### config.mk
export PLATFORM = sky130hd
export DESIGN_NAME = camera_controller_flat
export DESIGN_NICKNAME = d
export VERILOG_FILES = /design/src/rtl/camera_controller_if.sv /design/src/rtl/camera_controller.sv /design/src/flat_wrapper.sv
export SDC_FILE = /design/constraint.sdc
export NUM_CORES = 1
export LEC_CHECK = 0
export CAP_MARGIN = 5
export CELL_PAD_IN_SITES_DETAIL_PLACEMENT = 1
export CELL_PAD_IN_SITES_GLOBAL_PLACEMENT = 1
export CORE_MARGIN = 2
export CORE_UTILIZATION = 46
export DETAILED_ROUTE_END_ITERATION = 10
export GPL_ROUTABILITY_DRIVEN = 0
export PLACE_DENSITY = 0.88
export SLEW_MARGIN = 40
export SYNTH_ARGS = -nofsm -noshare
export SYNTH_HDL_FRONTEND = slang
export SYNTH_SLANG_ARGS = --single-unit
### constraint.sdc
create_clock -name clk -period 5.8 [get_ports clk]
set_clock_uncertainty 0.1 [all_clocks]
set_input_delay 1.16 -clock clk [delete_from_list [all_inputs] [get_ports clk]]
set_output_delay 1.16 -clock clk [all_outputs]
set_load 0.05 [all_outputs]
### src/rtl/camera_controller_if.sv
// Signal bundle between the camera controller and its neighbours: the
// debounced user inputs (init, exposure buttons) and the strobes to the
// analogue pixel array / ADC block.
//   master : user/button side, drives the requests and observes the strobes
//   slave  : the camera controller itself
interface camera_controller_if;
  logic init;
  logic exp_increase;
  logic exp_decrease;
  logic NRE_1;
  logic NRE_2;
  logic ADC;
  logic expose;
  logic erase;

  modport master (
    output init, exp_increase, exp_decrease,
    input  NRE_1, NRE_2, ADC, expose, erase
  );

  modport slave (
    input  init, exp_increase, exp_decrease,
    output NRE_1, NRE_2, ADC, expose, erase
  );
endinterface

### src/rtl/camera_controller.sv
// camera_controller: sequences erase -> exposure -> two-row readout for a
// 2x2 pixel array and holds a button-adjustable exposure time (2..30 cycles).
// All strobes are registered Moore outputs of the current state, so they
// appear one edge after the state is entered.
//
// Optional feature: define CAMERA_CTRL_INIT_EDGE_EN to make init rising-edge
// triggered (a held init never retriggers, including straight after reset).
// Without it init is level-sensitive and a held init repeats sequences.
module camera_controller (
  input  logic                 clk,
  input  logic                 rst,
  camera_controller_if.slave   cam
);

  typedef enum logic [1:0] {
    IDLE     = 2'd0,
    EXPOSURE = 2'd1,
    READOUT  = 2'd2
  } state_t;

  localparam logic [4:0] EXP_MIN = 5'd2;
  localparam logic [4:0] EXP_MAX = 5'd30;
  localparam logic [2:0] K_LAST  = 3'd5;

  state_t     state, state_d;
  logic [4:0] cnt, cnt_d;
  logic [2:0] k, k_d;
  logic [4:0] exp_time, exp_time_d;
  logic       start;

  logic nre_1_d, nre_2_d, adc_d, expose_d, erase_d;

`ifdef CAMERA_CTRL_INIT_EDGE_EN
  logic init_q;

  // Previous init level; reset high so an init held through reset is not an edge.
  always_ff @(posedge clk) begin
    if (rst) init_q <= 1'b1;
    else     init_q <= cam.init;
  end

  assign start = cam.init & ~init_q;
`else
  assign start = cam.init;
`endif

  // State, counters and exposure setting.
  always_ff @(posedge clk) begin
    if (rst) begin
      state    <= IDLE;
      cnt      <= 5'd0;
      k        <= 3'd0;
      exp_time <= EXP_MIN;
    end else begin
      state    <= state_d;
      cnt      <= cnt_d;
      k        <= k_d;
      exp_time <= exp_time_d;
    end
  end

  // Next-state logic; exp_time only moves in IDLE and a start request wins over buttons.
  always_comb begin
    state_d    = state;
    cnt_d      = cnt;
    k_d        = k;
    exp_time_d = exp_time;
    case (state)
      IDLE: begin
        cnt_d = 5'd0;
        k_d   = 3'd0;
        if (start) begin
          state_d = EXPOSURE;
        end else if (cam.exp_increase && !cam.exp_decrease) begin
          if (exp_time != EXP_MAX) exp_time_d = exp_time + 5'd1;
        end else if (cam.exp_decrease && !cam.exp_increase) begin
          if (exp_time != EXP_MIN) exp_time_d = exp_time - 5'd1;
        end
      end
      EXPOSURE: begin
        // cnt runs 0..exp_time-1, giving exactly exp_time cycles in this state.
        if (cnt == exp_time - 5'd1) begin
          state_d = READOUT;
          cnt_d   = 5'd0;
          k_d     = 3'd0;
        end else begin
          cnt_d = cnt + 5'd1;
        end
      end
      READOUT: begin
        if (k == K_LAST) begin
          state_d = IDLE;
          k_d     = 3'd0;
        end else begin
          k_d = k + 3'd1;
        end
      end
      default: begin
        state_d = IDLE;
        cnt_d   = 5'd0;
        k_d     = 3'd0;
      end
    endcase
  end

  // Strobe decode from the current state; the readout slots keep the two
  // NRE lines mutually exclusive and put ADC only inside a single NRE window.
  always_comb begin
    nre_1_d  = 1'b1;
    nre_2_d  = 1'b1;
    adc_d    = 1'b0;
    expose_d = 1'b0;
    erase_d  = 1'b0;
    case (state)
      IDLE:     erase_d  = 1'b1;
      EXPOSURE: expose_d = 1'b1;
      READOUT: begin
        case (k)
          3'd0: nre_1_d = 1'b0;
          3'd1: begin nre_1_d = 1'b0; adc_d = 1'b1; end
          3'd3: nre_2_d = 1'b0;
          3'd4: begin nre_2_d = 1'b0; adc_d = 1'b1; end
          default: ;
        endcase
      end
      default: erase_d = 1'b1;
    endcase
  end

  // Output registers; reset forces the idle pattern.
  always_ff @(posedge clk) begin
    if (rst) begin
      cam.NRE_1  <= 1'b1;
      cam.NRE_2  <= 1'b1;
      cam.ADC    <= 1'b0;
      cam.expose <= 1'b0;
      cam.erase  <= 1'b1;
    end else begin
      cam.NRE_1  <= nre_1_d;
      cam.NRE_2  <= nre_2_d;
      cam.ADC    <= adc_d;
      cam.expose <= expose_d;
      cam.erase  <= erase_d;
    end
  end

endmodule

### src/flat_wrapper.sv
// flat-port wrapper written by rule: the top's interface ports become plain ports
module camera_controller_flat 
  (clk, rst, cam_init, cam_exp_increase, cam_exp_decrease, cam_NRE_1, cam_NRE_2, cam_ADC, cam_expose, cam_erase);
  camera_controller_if cam_i ();
  input  logic clk;
  input  logic rst;
  input wire logic [$bits(cam_i.init)-1:0] cam_init;
  input wire logic [$bits(cam_i.exp_increase)-1:0] cam_exp_increase;
  input wire logic [$bits(cam_i.exp_decrease)-1:0] cam_exp_decrease;
  output wire logic [$bits(cam_i.NRE_1)-1:0] cam_NRE_1;
  output wire logic [$bits(cam_i.NRE_2)-1:0] cam_NRE_2;
  output wire logic [$bits(cam_i.ADC)-1:0] cam_ADC;
  output wire logic [$bits(cam_i.expose)-1:0] cam_expose;
  output wire logic [$bits(cam_i.erase)-1:0] cam_erase;
  assign cam_i.init = cam_init;
  assign cam_i.exp_increase = cam_exp_increase;
  assign cam_i.exp_decrease = cam_exp_decrease;
  assign cam_NRE_1 = cam_i.NRE_1;
  assign cam_NRE_2 = cam_i.NRE_2;
  assign cam_ADC = cam_i.ADC;
  assign cam_expose = cam_i.expose;
  assign cam_erase = cam_i.erase;
  camera_controller u_core (.clk(clk), .rst(rst), .cam(cam_i));
endmodule
# --- After elaboration in Yosys (flattened, before gate mapping) ---
# Cells that the tools add are included.
word_totals:
  ff_bits: 20
  input_bits: 5
classes:
  n_addsub: 4
  eq_ne: 13
  mux: 18
  bitwise_logic: 2
  n_reduce_logical: 15
op_table:
  columns: ["operator", "count"]
  rows:
  - ["$mux 5", 5]
  - ["$add 5x1->5 const B", 2]
  - ["$pmux 5 s2", 1]
  - ["$reduce_or 2->1", 5]
  - ["$eq 3x3->1 const B", 2]
  - ["$mux 2", 3]
  - ["$mux 3", 2]
  - ["$pmux 2 s3", 1]
  - ["$pmux 3 s2", 1]
  - ["$eq 5x5->1", 1]
  - ["$mux 1", 5]
  - ["$ne 5x2->1 const B", 1]
  - ["$ne 5x5->1 const B", 1]
  - ["$reduce_and 5->1", 1]
  - ["$sub 5x1->5 const B", 1]
  - ["$ne 2x1->1 const B", 2]
  - ["$ne 2x2->1 const B", 2]
  - ["$reduce_bool 2->1", 2]
  - ["$add 3x1->3 const B", 1]
  - ["$eq 3x1->1 const B", 1]
  - ["$eq 3x2->1 const B", 1]
  - ["$logic_not 3->1", 1]
  - ["$reduce_and 3->1", 1]
  - ["$eq 2x1->1 const B", 1]
  - ["5 further kinds", 8]

# --- Depth between registers and ports, before layout ---
depth:
  ltp_word: 4
  ltp_mapped: 8

# --- Least setup slack after synthesis ---
# Ideal clock, no wire load.
synth_path:
  kind: "input -> register"
  startpoint: "input cam_exp_decrease"
  endpoint: "register u_core.exp_time[1]"
  setup_ns: 0.120
  arrival_time_ns: 2.355
  required_time_ns: 5.580
  path_slack_ns: 3.226
  cell_stages: 7
  cell_sequence: "inv_1 ha_1 clkbuf_1 and4_1 o21ai_1 nand2_1 a211o_1"
synth_between:
  elab_chain_cells: 4
  word_cells_on_any_way: 8
  cone_classes: "eq/ne: 1; mux: 1; reduce/logical: 6"
synth_lines:
  columns: ["element", "line", "rtl"]
  rows:
  - ["start: declaration", "flat_wrapper.sv:9", "input wire logic [$bits(cam_i.exp_decrease)-1:0] cam_exp_decrease;"]
  - ["$logic_not 1->1", "camera_controller.sv:74", "end else if (cam.exp_increase && !cam.exp_decrease) begin"]
  - ["$logic_and 1x1->1", "camera_controller.sv:74", null]
  - ["$ne 2x2->1 (no line) / $reduce_bool 2->1 (equally long branches)", null, null]
  - ["$reduce_and 5->1 (no line)", null, null]
  - ["end signal: assignment", "camera_controller.sv:58", "exp_time <= exp_time_d;"]
  - ["end: declaration", "camera_controller.sv:28", "logic [4:0] exp_time, exp_time_d;"]
# Parallel ways exist; a longest one is shown, timed or not.
# A chain may end at the register's enable or synchronous reset.

# --- Worst setup path in the final report ---
# Ends and elaborated chain as after synthesis.

==> results.toml <==
[yosys]
synth_top_family_by_area = "simple AND/OR/NAND/NOR gates"
yosys-top-cells-area = "dfxtp_1 34%, ha_1 8.6%, xor2_1 4.5%"
synth.mux.area_fraction_pct = 1.82
syn_area_mm2 = 0.00117
synth_top_area_cell = "dfxtp_1"
postSynthCellCount = 129
yosys-top-cells-count = "20 x dfxtp_1, 10 x nand2_1, 9 x nor2_1"
synth_compound_area_share_pct = 9.44
ys_seq_area_share_pct = 34.3
synth.net_count = 142
yosys.area_share.adder_pct = 8.58
synth_xor_area_share_pct = 11.6
yosysUniqueCellTypes = 40
ys_ff_latch = 20
ys.warnings.count = 0
yosys.area_share.simple_pct = 28.1
yosysMostFrequentCell = "dfxtp_1"
syn_area_per_cell_um2 = 9.04
synthArstFlopShare_pct = 0
synth_top_area_share_pct = 34.3
synth_enable_flop_cells = 0
synth_top_flop_cell = "dfxtp_1"

[flow_run]
drv_cap = 0

[pwr]
p_sw_uw = 132
ir_drop_v = 0.000127
p_sw_share_pct = 37.0
p_int_uw = 224
p_per_area_mw_per_mm2 = 281
p_clk_share_pct = 19.1
p_leak_uw = 0.000459
pwr-share-comb_pct = 35.4
sequentialPowerShare_pct = 45.5
finalPower_uw = 355

[floorplanning]
initial_core_util_pct = 47.9
rows = 18
ioPinCount = 10
die_area_mm2 = 0.00295
die_h_um = 54.4
coreArea_mm2 = 0.00243
die_w_um = 54.4

[final_layout]
n_fill_cell = 292
n_antenna_cell = 0
fin_cells = 163
design_area_mm2 = 0.00126
drive_gt1_share_pct = 6.02
fin_nets = 148
syn2layout_area_growth_pct = 8.37

[place]
post-place-ws_ns = 2.67
io_buffers = 9
postPlaceCellArea_mm2 = 0.00124
hpwl_um = 1950
dp.cells = 160

[clock_tree]
htree_levels = 1
cts_hold_buf = 0
cts_resized = 0
clockBufferDepth = 2
cts_setup_buffers = 0
cts.clk_slew.worst_paths_ns = 0.11
cts_buffers = 3
cts_tree = "done"
root_buffer = "clkbuf_4"
cts_sinks = 20
worstSkewPairLatency_ns = 0.31

[routing]
wl_per_cell_um = 16.8
antenna_left = 0
via_per_inst = 5.75
wl_um = 2730
drc_errors = 0
drt-initial-drc-count = 2
vias = 937
first_pass_iters = 4

[outcome]
status = "finished clean"

[worst_setup_path]
critPathLaunchType = "input pin"
reg2reg_depth = 7
crit_fanout = 8
endpoint_kind = "flip-flop"
cp.required_ns = 5.91
path_class = "input pin to flip-flop"
crit_arrival_ns = 2.98
regToRegSetupSlack_ns = 3.18

[grt]
grt_pass1_vias = 958
track_usage_pct = 21.3
grt_pass1_wl_um = 4420
antenna_found_initial = 0
grt_max_degree = 22
grt_overflow = 0

[timing]
period_minus_slack_ns = 2.87
min_period_over_period_pct = 49.5
max_freq_mhz = 349
rsz0062_at_grt = "false"
finalSetupViolCount = 0
layout_setup_ws_ns = 2.93
max_slew_margin_pct = 51.1
maxSlewViolCount = 0
worst_slew_pin_slew_ns = 0.731
hold_violations = 0
setup-tns-final_ns = 0

[min_path]
hold_path_depth = 2
worstHoldPathType = "flip-flop to flip-flop"
-- cells by family (layout without fill, tap and decap cells) --
| kind of cell | count (synthesis) | count (layout) |
|---|---|---|
| fa+ha+maj | 8 | 8 |
| mux | 2 | 2 |
| buf+inv | 13 | 17 |
| xor+xnor | 13 | 13 |
| simple gates | 55 | 55 |
| flops | 20 | 20 |
| compound gates | 18 | 18 |
-- worst max-delay path, stage by stage --
cell and delay (ns):
clkdlybuf4s50_1 0.45, inv_1 0.04, ha_1 0.29, and4_1 0.24, o21ai_1 0.30, nand2_1 0.18, a211o_1 0.32
-- worst paths after layout --
| path | to | from |
|---|---|---|
| setup / recovery | u_core.exp_time[1] | cam_exp_decrease |
| hold / removal | u_core.cnt[1] | u_core.cnt[1] |
| setup reg to reg | u_core.cnt[4] | u_core.exp_time[0] |
| hold reg to reg | u_core.cnt[1] | u_core.cnt[1] |
-- sequential cells by signal, summed over array words and instances (netlist names) --
register / cells
u_core.cam.erase: 1
u_core.exp_time: 5
u_core.state: 2
u_core.cnt: 5
u_core.k: 3
u_core.cam.NRE_1: 1
u_core.cam.expose: 1
u_core.cam.NRE_2: 1
u_core.cam.ADC: 1
-- cells in the final DEF (no fill, tap or decap), drive strengths merged, types with 2 or more instances in the layout --
cell type,instances
nor3b,2
inv,5
nand3b,4
xor2,6
nand2,10
clkbuf,3
ha,8
clkdlybuf4s50,9
a21oi,6
nor2b,5
dfxtp,20
xnor2,6
o21ai,5
or4b,3
a31oi,2
nor3,3
nand2b,2
nor2,9
nor4b,2
nand3,8
-- power by group through the flow --
stage               clock network, uW  registers, uW  logic [uW]
floorplan                           0            174        86.2
global placement                    0            164         115
detailed placement                  0            165         124
CTS                              71.0            162         126
global route                     73.8            163         139
finish                           67.9            162         126
-- area by class of cell --
cell class / count / area, um2 / share of cell area [%]
Tap cell: 30 / 37.5 / 2.97
Inverter: 5 / 18.8 / 1.49
Clock buffer: 3 / 22.5 / 1.78
Multi-Input combinational cell: 96 / 694 / 55.0
Timing Repair Buffer: 9 / 90.1 / 7.13
Sequential cell: 20 / 400 / 31.7
-- through the flow --
step	hold slack, ns	util [%]
after floorplan	0.382	-
after global placement	0.406	51.0
after detailed placement	0.415	51.0
after CTS	0.432	52.0
after global routing	0.473	52.0
final	0.426	52.0
-- metal layers --
metal,part of all wire (%),GRT usage (%),vias to the layer above
met5,0,0,-
met4,3.0,12.9,0
met3,3.0,4.37,9
met2,50,35.3,15
met1,44,24.9,457
li1,-,-,456
(Power assumes the default switching activity.)
